<file path="config.mk">
export PLATFORM = sky130hd
export DESIGN_NAME = mem_port_arbiter
export DESIGN_NICKNAME = d
export VERILOG_FILES = /design/src/rtl/mem_port_arbiter.sv
export SDC_FILE = /design/constraint.sdc
export NUM_CORES = 1
export LEC_CHECK = 0
export BUFFER_PORTS_ARGS = -buffer_cell sky130_fd_sc_hd__buf_2
export CAP_MARGIN = 20
export CORE_ASPECT_RATIO = 1.1
export CORE_MARGIN = 5
export CORE_UTILIZATION = 28
export DETAILED_ROUTE_END_ITERATION = 7
export MAX_ROUTING_LAYER = met4
export PLACE_DENSITY = 0.63
export SLEW_MARGIN = 20
export SYNTH_ARGS = -nofsm -noshare
export SYNTH_HDL_FRONTEND = slang
export SYNTH_SLANG_ARGS = --single-unit
</file>
<file path="constraint.sdc">
create_clock -name clk -period 2.2 [get_ports clk]
set_input_delay 0.22 -clock clk [delete_from_list [all_inputs] [get_ports clk]]
set_output_delay 0.22 -clock clk [all_outputs]
set_load 0.1 [all_outputs]
</file>
<file path="src/rtl/mem_port_arbiter.sv">
// Round-robin arbiter sharing one memoryModule port between fetch (0) and data (1).
// Optional BUSY watchdog abort: define MEM_ARB_TIMEOUT_EN.
module mem_port_arbiter #(
    parameter int ramWidth = 16,
    parameter int addrSize = 8
`ifdef MEM_ARB_TIMEOUT_EN
    ,
    parameter int TIMEOUT  = 64
`endif
) (
    input  logic                clk,
    input  logic                rstN,
    input  logic                req0,
    input  logic                req1,
    input  logic                we0,
    input  logic                we1,
    input  logic [addrSize-1:0] addr0,
    input  logic [addrSize-1:0] addr1,
    input  logic [ramWidth-1:0] wdata0,
    input  logic [ramWidth-1:0] wdata1,
    input  logic                ind0,
    input  logic                ind1,
    output logic                done0,
    output logic                done1,
    output logic [ramWidth-1:0] rdata,
    output logic                err,
    output logic                busy,
    output logic [1:0]          memCntrl,
    output logic [addrSize-1:0] memAddr,
    output logic [ramWidth-1:0] memDataIn,
    output logic                memIndirect,
    input  logic [ramWidth-1:0] memDataOut,
    input  logic                memDataReady
);

    typedef enum logic [1:0] {
        IDLE    = 2'd0,
        BUSY    = 2'd1,
        RELEASE = 2'd2
    } state_t;

    state_t state;
    state_t state_nxt;

    logic                grant;
    logic                win;
    logic                complete;
    logic                abort;
    logic                last_grant;
    logic                owner;
    logic                lat_we;
    logic                lat_ind;
    logic [addrSize-1:0] lat_addr;
    logic [ramWidth-1:0] lat_wdata;

`ifdef MEM_ARB_TIMEOUT_EN
    localparam int CW = $clog2(TIMEOUT + 1);
    logic [CW-1:0] cnt;
    logic          err_q;
`endif

    always_ff @(posedge clk or negedge rstN) begin
        if (!rstN) begin
            state <= IDLE;
        end else begin
            state <= state_nxt;
        end
    end

    always_comb begin
        state_nxt = state;
        grant     = 1'b0;
        win       = 1'b0;
        complete  = 1'b0;
        abort     = 1'b0;
        unique case (state)
            IDLE: begin
                if (req0 || req1) begin
                    grant     = 1'b1;
                    // Contention goes to the port that did not win last time.
                    win       = (req0 && req1) ? ~last_grant : req1;
                    state_nxt = BUSY;
                end
            end
            BUSY: begin
                if (memDataReady) begin
                    complete  = 1'b1;
                    state_nxt = RELEASE;
                end
`ifdef MEM_ARB_TIMEOUT_EN
                else if (cnt == CW'(TIMEOUT - 1)) begin
                    abort     = 1'b1;
                    state_nxt = RELEASE;
                end
`endif
            end
            RELEASE: begin
                state_nxt = IDLE;
            end
            default: begin
                state_nxt = IDLE;
            end
        endcase
    end

    always_ff @(posedge clk or negedge rstN) begin
        if (!rstN) begin
            last_grant <= 1'b1;
            owner      <= 1'b0;
            lat_we     <= 1'b0;
            lat_ind    <= 1'b0;
            lat_addr   <= '0;
            lat_wdata  <= '0;
            rdata      <= '0;
            done0      <= 1'b0;
            done1      <= 1'b0;
        end else begin
            done0 <= 1'b0;
            done1 <= 1'b0;
            if (grant) begin
                last_grant <= win;
                owner      <= win;
                lat_we     <= win ? we1    : we0;
                lat_ind    <= win ? ind1   : ind0;
                lat_addr   <= win ? addr1  : addr0;
                lat_wdata  <= win ? wdata1 : wdata0;
            end
            if (complete) begin
                rdata <= memDataOut;
                done0 <= ~owner;
                done1 <= owner;
            end
            if (abort) begin
                rdata <= '0;
                done0 <= ~owner;
                done1 <= owner;
            end
        end
    end

`ifdef MEM_ARB_TIMEOUT_EN
    always_ff @(posedge clk or negedge rstN) begin
        if (!rstN) begin
            cnt   <= '0;
            err_q <= 1'b0;
        end else begin
            err_q <= abort;
            if (grant) begin
                cnt <= '0;
            end else if (state == BUSY) begin
                cnt <= cnt + 1'b1;
            end
        end
    end

    assign err = err_q;
`else
    assign err = 1'b0;
`endif

    assign busy        = (state != IDLE);
    assign memCntrl    = (state == BUSY) ? (lat_we ? 2'b10 : 2'b01) : 2'b00;
    assign memAddr     = lat_addr;
    assign memDataIn   = lat_wdata;
    assign memIndirect = lat_ind;

endmodule
</file>
==> Yosys cells after proc, flatten, opt, wreduce, memory -nomap -nowiden <==
Index checks and enable logic that the tools add are counted.
{ "totals": {"ff_bits": 48, "latch_bits": 0, "ram_bits": 0, "romBits": 0, "word_cells": 38, "n_memories": 0} }
{ "op_classes": {"add_sub_neg": 0, "n_mul": 0, "div_mod_pow": 0, "order_cmp": 0, "eq_ne": 3, "shift": 0, "muxes": 18, "bitwise": 2, "n_reduce_logical": 5} }
{ "ops": {"columns": ["operator", "count"], "rows": [
  ["two-way mux 16 bit", 1],
  ["two-way mux 1 bit", 11],
  ["two-way mux 2 bit", 4],
  ["two-way mux 8 bit", 1],
  ["inequality test 2 bit, second input constant", 2],
  ["one-hot mux 2 bit (2 select lines)", 1],
  ["== test 2 x 1 -> 1 bit, second input constant", 1],
  ["logical NOT 2 bit", 1],
  ["inverter 1 bit", 2],
  ["AND reduction 2 bit", 1],
  ["nonzero test 2 bit", 1],
  ["logical AND 1 bit", 1],
  ["logical OR 1 bit", 1]
]} }

==> Logic depth before layout (Yosys ltp) <==
Gate-level depths: netlist of run 1.
{ "depth": {"depth_word": 5, "mapped_depth": 5, "ltp_nobuf": 4} }

==> Least setup slack after synthesis of run 1 <==
OpenSTA, ideal clock, no wires.
{ "synth_timing": {"path_type": "flip-flop to output port", "startpoint": "register state[1]", "endpoint": "output memCntrl[0]", "arrival_time_ns": 1.918, "required_time_ns": 1.980, "slack_ns": 0.062, "stages_incl_launch_ff": 3, "n_path_buf": 0, "path_cell_list": "dfrtp_1 or2b_1 nor2_1"} }
{ "synth_via": {"elab_chain_len": 2} }
{ "synth_lines": {"columns": ["element", "line", "text"], "rows": [
  ["start, declared", "42", "state_t state;"],
  ["start signal, assigned", "66", "state <= state_nxt;"],
  ["== test 2 x 1 -> 1 bit", "162", "assign memCntrl = (state == BUSY) ? (lat_we ? 2'b10 : 2'b01) : 2'b00;"],
  ["two-way mux 2 bit", "162", null],
  ["end, declared", "28", "output logic [1:0] memCntrl,"]
]} }
Every way passes these cells.

==> Final worst setup path of run 1 <==
{ "layout_timing": {"startpoint": "register state[1]", "endpoint": "output busy"} }
{ "layout_via": {"elab_chain_len": 1} }
{ "layout_lines": {"columns": ["element", "line", "text"], "rows": [
  ["nonzero test 2 bit", "161", "assign busy = (state != IDLE);"],
  ["end, declared", "27", "output logic busy,"]
]} }
Every way passes these cells.

==> PnR_summary.wiki, run 1 <==
{| class="wikitable"
! Metric !! Value
|-
| Fin. Hold Viols || 0
|-
| Sink count of the clock tree || 48
|-
| Cells resized by post-CTS repair || 0
|-
| Iteration count of the initial detailed-routing pass || 4
|-
| Layout net count || 388
|-
| Critical path arrival || 1.70 ns
|-
| Antenna violations before repair || 0
|-
| Overall track demand over capacity in global routing || 0.132
|-
| Crit-path max cell delay || 0.52 ns
|-
| Setup skew after layout || 0.00743 ns
|-
| Post-synthesis share of cell area spent on and, or, nand and nor gates || 0.0714
|-
| Aggregate global routing overflow || 0
|-
| Worst Tran Pin Value || 0.704 ns
|-
| Die area || 9830 µm²
|-
| Worst setup margin || ~0.28 ns
|-
| Synth Register Bits || 48
|-
| Final setup violating endpoints || 0
|-
| Residual DRC count || 0
|-
| Total of warnings raised by yosys || 0
|-
| Worst hold path class || in2reg
|-
| Crit path kind || reg2out
|-
| Total Neg Setup Slack || 0 ns
|-
| Core box area || 7830 µm²
|-
| Number of max-capacitance violations reported || 0
|-
| Diode count || 0
|-
| Cell with the largest stage delay on the worst path || buf_2
|-
| Fraction of final layout cells with drive strength greater than 1 || 0.491
|-
| Post-synthesis adder-cell area fraction || 0
|-
| Maximum buffer depth of the clock tree || 2
|-
| Multiplexer share of the synthesized area || 0.0810
|-
| Final slew viol count || 0
|-
| Series of cell instances along the critical path || nor2_4 > inv_2 > buf_2
|-
| CTS tree || done
|-
| Largest fanout of any net on the critical path || 31
|-
| Maximum number of pins on one net before global-route repair || 49
|-
| Final WL || 6290 µm
|-
| Area added between synthesis and finish || 34.0%
|-
| Antenna viol nets, final || 0
|-
| Worst hold-check slack || 0.143 ns
|-
| Synthesized instance count || 202
|-
| Number of levels the H-tree was split into || 2
|-
| Average size of a mapped cell || 11.0 µm²
|-
| Clock latency at the later pin of the worst-skew pair || 0.30 ns
|-
| Net count after synthesis || 275
|-
| Non-Filler Cell Area, Final || between 2000 and 3000 µm²
|-
| HPWL after detailed placement || 4580 µm
|-
| Port-buffer cells || between 100 and 150
|-
| Max_slew headroom || 0.529
|-
| Part of the cycle the worst path needs || 0.875
|-
| Die extent in x || 95.0 µm
|-
| Via count || 1952
|-
| 1st-iter DRT viols || 66
|-
| Final min period || between 1.5 and 2 ns
|-
| Synthesized-area fraction occupied by ao, oa, aoi and oai cells || 0.235
|-
| Share of the yosys chip area belonging to registers || 0.540
|-
| Clock root cell || clkbuf_8
|-
| Placement Setup Slack || 0.467 ns
|-
| Routed via count divided by cell count || 4.60
|-
| CTS buffer count || 5
|-
| Clock input transition at the sequential cells of the worst setup and hold paths || ~0.090 ns
|-
| Kind of end point of the critical path || output pin
|-
| Main combinational cell family by area after synthesis || compound AO/OA/AOI/OAI gates
|-
| RSZ-0062 raised after global routing || no
|-
| DR WL/cell || between 10 and 15 µm
|-
| Global-route wire length before repair || ~9700 µm
|-
| Count of distinct cell types in the synthesized netlist || 27
|-
| Top-Level Pins || 120
|-
| Placed cell areas || 2840 µm²
|-
| Vertical die dimension || 103 µm
|-
| Syn Std Cell Area || approximately 2200 µm²
|-
| Via count of the first global-routing pass || 2016
|-
| Starting utilization of the core area || 0.284
|-
| Number of placement rows || 34
|-
| XOR/XNOR Fraction of Synth Area || 0
|-
| Type of element launching the critical path || flip-flop
|-
| Maximum clock rate || 520 MHz
|-
| Required time at the worst-slack endpoint || approximately 2.0 ns
|-
| Result of the run || finished, final reports clean
|-
| RD Place Congestion || 0.707
|}
==> sequential cells by signal, summed over array words and instances, names as in the netlist <==
signal,count
memAddr,8
memIndirect,1
owner,1
lat_we,1
memDataIn,16
last_grant,1
state,2
rdata,16
done0,1
done1,1
==> synth_stat cells (all sizes together) <==
master	instances	share of area
dfstp	1	0.012
a21bo	1	0.0045
o21ai	28	0.065
conb	1	0.0017
nor2	30	0.054
or2b	1	0.0034
buf	12	0.055
dfrtp	47	0.53
and2	1	0.0028
a22o	1	0.0045
clkbuf	4	0.011
nor2b	1	0.0062
inv	3	0.0051
nand2	1	0.0051
o31ai	24	0.081
mux2	16	0.081
a21boi	1	0.0084
a21oi	24	0.054
o22ai	1	0.0028
a2bb2oi	2	0.0079
a211oi	2	0.0067
==> per-stage QoR <==
stage	util	std cells
6_report	0.381	424
5_1_grt	0.381	424
4_1_cts	0.380	424
3_5_place_dp	0.363	415
3_3_place_gp	0.363	415
2_1_floorplan	-	202
==> cells in the final DEF, fill, tap and decap left out, types with 2 or more instances in the layout <==
cell type,count
buf_2,118
dfrtp_1,47
nor2_1,28
o21ai_0,27
a21oi_1,24
o31ai_1,24
mux2_2,16
clkbuf_8,6
inv_1,2
a211oi_1,2
a2bb2oi_1,2
buf_4,2
==> cell type report <==
type,count,area [µm²]
fill,820,4850
sequential,48,1200
multi-input combinational,135,875
timing repair buffer,122,636
tap,108,135
clock buffer,6,82.6
clock inverter,2,38.8
inverter,3,11.3
==> final timing paths <==
path | startpoint | endpoint | slack, ns | cells after the start
min in group asynchronous | rstN | memDataIn[5] | 0.43 | 3
max in group asynchronous | rstN | last_grant | 1.49 | 3
worst min-delay path | memDataOut[11] | rdata[11] | 0.14 | 2
worst max-delay path | state[1] | busy | 0.28 | 3
worst max register to register | state[1] | memIndirect | 0.64 | 4
worst min register to register | owner | done0 | 0.43 | 1
==> worst max-delay path, delay by kind of cell (launching register included) <==
family | cells | cell delay, ns
buffers and inverters | 2 | 0.88
DFF | 1 | 0.45
and+or+nand+nor | 1 | 0.05
==> timing repair <==
action	CTS	global route
hold endpoints to repair	47	0
hold buffers	1	0
buffers inserted	0	0
endpoints found under the setup margin	0	0
==> metal layers <==
metal	track usage	routed length [µm]	up-vias	part of all wire
li1	-	-	944	-
met1	0.161	2580	935	0.41
met2	0.221	3270	68	0.52
met3	0.0239	350	5	0.056
met4	0.0422	87	0	0.014
met5	-	0	-	0
==> logic make-up after synthesis <==
logic type | Yosys count
AO/OA/AOI/OAI | 84
flip-flops | 48
AND/OR/NAND/NOR | 34
buffers and inverters | 19
multiplexers | 16
other | 1
Power of run 1 is left out: the tool's default activity adds up to more than one toggle a clock period on the data nets, which glitch-free logic cannot reach.
==> run 2, diff against run 1 <==
PLACE_DENSITY = default   (was 0.63)
clock period = 1.85 ns   (was 2.2 ns; I/O delays follow)
==> PnR_summary.wiki, run 2 (synthesis gave the netlist of run 1 again) <==
{| class="wikitable"
! Metric !! Value
|-
| Result of the run || finished, final reports clean
|-
| Maximum clock rate || a little under 600 MHz
|-
| Crit path buffers/inverters || 1
|-
| Starting utilization of the core area || 0.284
|-
| Post-CTS setup-driven buffer insertion count || 0
|-
| Final slew viol count || 0
|-
| Die extent in x || 95.0 µm
|-
| Core box area || around 7800 µm²
|-
| CTS buffer count || 5
|-
| Setup skew after layout || approximately 0.010 ns
|-
| Routed via count divided by cell count || 4.65
|-
| Port-buffer cells || 118
|-
| Maximum buffer depth of the clock tree || 2
|-
| Number of placement rows || 34
|-
| Final setup violating endpoints || 0
|-
| Antenna violations before repair || 0
|-
| Via count || 2000
|-
| Part of the cycle the worst path needs || 0.926
|-
| Top-Level Pins || 120
|-
| Clock root cell || clkbuf_8
|-
| CP Capture Point || memCntrl[0]
|-
| Sink count of the clock tree || 48
|-
| RSZ-0062 raised after global routing || no
|-
| Launch instance of the worst register-to-register path || state[0]
|-
| Required time at the worst-slack endpoint || 1.66 ns
|-
| RD Place Congestion || between 0.7 and 0.8
|-
| Kind of end point of the critical path || output pin
|-
| Diode count || 0
|-
| Top library cells by usage in the layout, fill and taps aside || buf_2, dfrtp_1, nor2_1, o21ai_0
|-
| Worst hold path class || in2reg
|-
| Reg-to-reg endpoint || memDataIn[12]
|-
| Crit path kind || reg2out
|-
| Aggregate global routing overflow || 0
|-
| Leading cell type in the layout, fill and taps excluded || buf_2
|-
| Worst-case register-to-register setup slack || 0.31 ns
|-
| Area added between synthesis and finish || 34.7%
|-
| DR WL/cell || 14.7 µm
|-
| Max_slew headroom || 0.527
|-
| Number of max-capacitance violations reported || 0
|-
| HPWL after detailed placement || 4870 µm
|-
| Final WL || 6310 µm
|-
| Global-route wire length before repair || 10100 µm
|-
| Clock latency at the later pin of the worst-skew pair || 0.30 ns
|-
| Beginning of the critical path || state[1]
|-
| CTS tree || done
|-
| Type of element launching the critical path || flip-flop
|-
| Maximum number of pins on one net before global-route repair || 27
|-
| Critical path arrival || 1.53 ns
|-
| Count of cell instances traversed by the critical path || 3
|-
| Largest fanout of any net on the critical path || 3
|-
| Logic depth of the worst register-to-register path || 5
|-
| 1st-iter DRT viols || 18
|-
| Number of levels the H-tree was split into || 2
|-
| Total Neg Setup Slack || 0 ns
|-
| Clock input transition at the sequential cells of the worst setup and hold paths || ~0.09 ns
|-
| Worst path top cell family by delay || flip-flops
|-
| Via count of the first global-routing pass || 2115
|-
| Vertical die dimension || 103 µm
|-
| Cell with the largest stage delay on the worst path || dfrtp_1
|-
| Die area || 9830 µm²
|-
| Fin. Hold Viols || 0
|-
| Residual DRC count || 0
|-
| Series of cell instances along the critical path || or2b_1 > nor2_2 > buf_2
|-
| Crit-path max cell delay || 0.44 ns
|-
| Final min period || between 1.5 and 2 ns
|-
| Fraction of final layout cells with drive strength greater than 1 || 0.497
|-
| Worst Tran Pin Value || 0.707 ns
|-
| Iteration count of the initial detailed-routing pass || 4
|-
| Overall track demand over capacity in global routing || 0.137
|-
| Antenna viol nets, final || 0
|-
| Layout net count || 394
|}
[run 2: cell types whose count changed in the layout (fill, tap and decap cells not counted)]
cell and change:
clkbuf_1 +2, buf_4 +6, clkinv_4 -1, nor2_2 +1, bufinv_16 -1, nor2_1 -1
[run 2: area by class of cell]
type / count / area, µm²
fill: 830 / 4830
sequential: 48 / 1200
multi-input combinational: 135 / 877
timing repair buffer: 128 / 681
tap: 108 / 135
clock buffer: 8 / 90.1
inverter: 3 / 11.3
[run 2: what timing repair did]
action	4_1_cts	5_1_grt
gates resized for setup	0	0
endpoints found under the hold margin	22	0
endpoints found under the setup margin	0	0
hold buffers	1	0
[run 2: worst min-delay path by stage]
| stage | start | end | slack (ns) | cells after the start |
|---|---|---|---|---|
| 6_report | memDataOut[8] | rdata[8] | 0.12 | 2 |
| 5_1_grt | memDataOut[3] | rdata[3] | 0.10 | 2 |
| 4_1_cts | memDataOut[6] | rdata[6] | 0.11 | 2 |
| 3_5_place_dp | rstN | memDataIn[1] | 0.03 | 1 |
| 3_3_place_gp | rstN | memDataIn[1] | 0.02 | 1 |
| 2_1_floorplan | rstN | done0 | -0.11 | 0 |
[run 2: metrics by stage]
step | setup slack [ns] | instance area [µm²] | std cells | hold WS [ns] | utilization
4_1_cts | 0.0965 | 2990 | 430 | 0.106 | 0.382
5_1_grt | 0.0603 | 3000 | 430 | 0.103 | 0.383
2_1_floorplan | 0.205 | 2230 | 202 | -0.111 | -
6_report | 0.136 | 3000 | 430 | 0.119 | 0.383
3_5_place_dp | 0.246 | 2890 | 421 | 0.0258 | 0.369
3_3_place_gp | 0.293 | 2890 | 421 | 0.0228 | 0.369
[run 2: metal layers]
layer,vias to the layer above,part of all wire,global-route usage
met3,7,0.066,0.0311
met5,-,0,-
met2,69,0.54,0.247
met1,967,0.39,0.150
li1,957,-,-
met4,0,0.011,0.0400
Power of run 2 is left out for the same reason.
==> run 3, diff against run 2 <==
CORE_MARGIN = 1   (was 5)
==> PnR_summary.wiki, run 3 (synthesis gave the netlist of run 1 again) <==
{| class="wikitable"
! Metric !! Value
|-
| Top-Level Pins || 120
|-
| Number of placement rows || 33
|-
| Required time at the worst-slack endpoint || 1.66 ns
|-
| Leading cell type in the layout, fill and taps excluded || buf_2
|-
| Via count of the first global-routing pass || about 1900
|-
| Final setup violating endpoints || 0
|-
| Largest fanout of any net on the critical path || 23
|-
| Final min period || ~1.7 ns
|-
| Number of max-capacitance violations reported || 0
|-
| Antenna violations before repair || 0
|-
| Result of the run || finished, final reports clean
|-
| Kind of end point of the critical path || output pin
|-
| Port-buffer cells || approximately 120
|-
| Fraction of final layout cells with drive strength greater than 1 || 0.491
|-
| Non-filler instance count after layout || 423
|-
| Top library cells by usage in the layout, fill and taps aside || buf_2, dfrtp_1, nor2_1, o21ai_0
|-
| Maximum number of pins on one net before global-route repair || 28
|-
| Final core utilization || 0.393
|-
| Worst Tran Pin Value || ~1.1 ns
|-
| Iteration count of the initial detailed-routing pass || 6
|-
| Clock root cell || clkbuf_8
|-
| Via count || 1959
|-
| Antenna viol nets, final || 0
|-
| Aggregate global routing overflow || 0
|-
| RD Place Congestion || 0.704
|-
| Total Neg Setup Slack || 0 ns
|-
| Die area || 8310 µm²
|-
| 1st-iter DRT viols || a little over 50
|-
| Final WL || 5640 µm
|-
| Starting utilization of the core area || 0.294
|-
| Number of placed instances, taps included || roughly 410
|-
| Maximum buffer depth of the clock tree || 2
|-
| Maximum clock rate || just under 600 MHz
|-
| Setup skew after layout || 0.00360 ns
|-
| Type of element launching the critical path || flip-flop
|-
| CTS buffer count || 5
|-
| Critical path arrival || 1.54 ns
|-
| Sink count of the clock tree || 48
|-
| Part of the cycle the worst path needs || 0.931
|-
| HPWL after detailed placement || between 4000 and 5000 µm
|-
| Crit path kind || reg2out
|-
| Area added between synthesis and finish || 33.5%
|-
| Core box area || between 7000 and 8000 µm²
|-
| RSZ-0062 raised after global routing || no
|-
| Overall track demand over capacity in global routing || 0.142
|-
| Routed via count divided by cell count || 4.63
|-
| Post-CTS setup-driven buffer insertion count || 0
|-
| Max_slew headroom || 0.298
|-
| CTS tree || done
|-
| Diode count || 0
|-
| Residual DRC count || 0
|-
| Fin. Hold Viols || 0
|-
| Worst hold path class || in2reg
|-
| Worst hold-check slack || 0.120 ns
|-
| Die extent in x || around 87 µm
|-
| Final slew viol count || 0
|-
| Global-route wire length before repair || 8760 µm
|-
| Number of levels the H-tree was split into || 2
|-
| Clock latency at the later pin of the worst-skew pair || about 0.29 ns
|-
| Vertical die dimension || about 95 µm
|-
| DR WL/cell || 13.3 µm
|-
| Clock input transition at the sequential cells of the worst setup and hold paths || approximately 0.08 ns
|-
| Layout net count || between 300 and 400
|}
run 3: cell types whose count changed in the layout (fill, tap and decap cells not counted), sizes merged:
cell and delta:
buf -5, clkbuf +1
run 3: cell type report:
type	instances	area, µm²
Clock buffer	8	90.1
Multi-Input combinational cell	135	870
Sequential cell	48	1200
Inverter	3	11.3
Tap cell	105	131
Timing Repair Buffer	124	666
Fill cell	794	4590
run 3: repair_timing:
action,4_1_cts,5_1_grt
gates resized for setup,0,1
hold buffers,1,0
hold endpoints to repair,24,0
setup endpoints to repair,0,1
run 3: critical path: stages, from the launching register on:
cell and delay [ns]:
dfrtp_1 0.45, nor2_4 0.08, inv_2 0.29, clkbuf_4 0.42
run 3: routing by layer:
layer | GRT usage | vias to the layer above | share of wire
li1 | - | 953 | -
met1 | 0.169 | 926 | 0.45
met2 | 0.231 | 74 | 0.49
met3 | 0.0398 | 6 | 0.057
met4 | 0.0486 | 0 | 0.011
met5 | - | - | 0
run 3: final timing paths:
| kind | start | to | slack (ns) | cells past startpoint |
|---|---|---|---|---|
| worst max-delay path | state[1] | busy | 0.13 | 3 |
| worst min-delay path | memDataOut[15] | rdata[15] | 0.12 | 2 |
| worst max register to register | last_grant | memAddr[1] | 0.34 | 3 |
| worst min register to register | owner | done0 | 0.46 | 1 |
| max in group asynchronous | rstN | last_grant | 0.80 | 3 |
| min in group asynchronous | rstN | rdata[15] | 0.44 | 2 |
run 3: metrics by stage:
stage               setup WS, ns  instance area (µm²)
finish                     0.127                 2970
global route             0.00864                 2970
CTS                      0.00587                 2970
detailed placement         0.217                 2870
global placement           0.310                 2870
floorplan                  0.205                 2230
Power of run 3 is left out for the same reason.
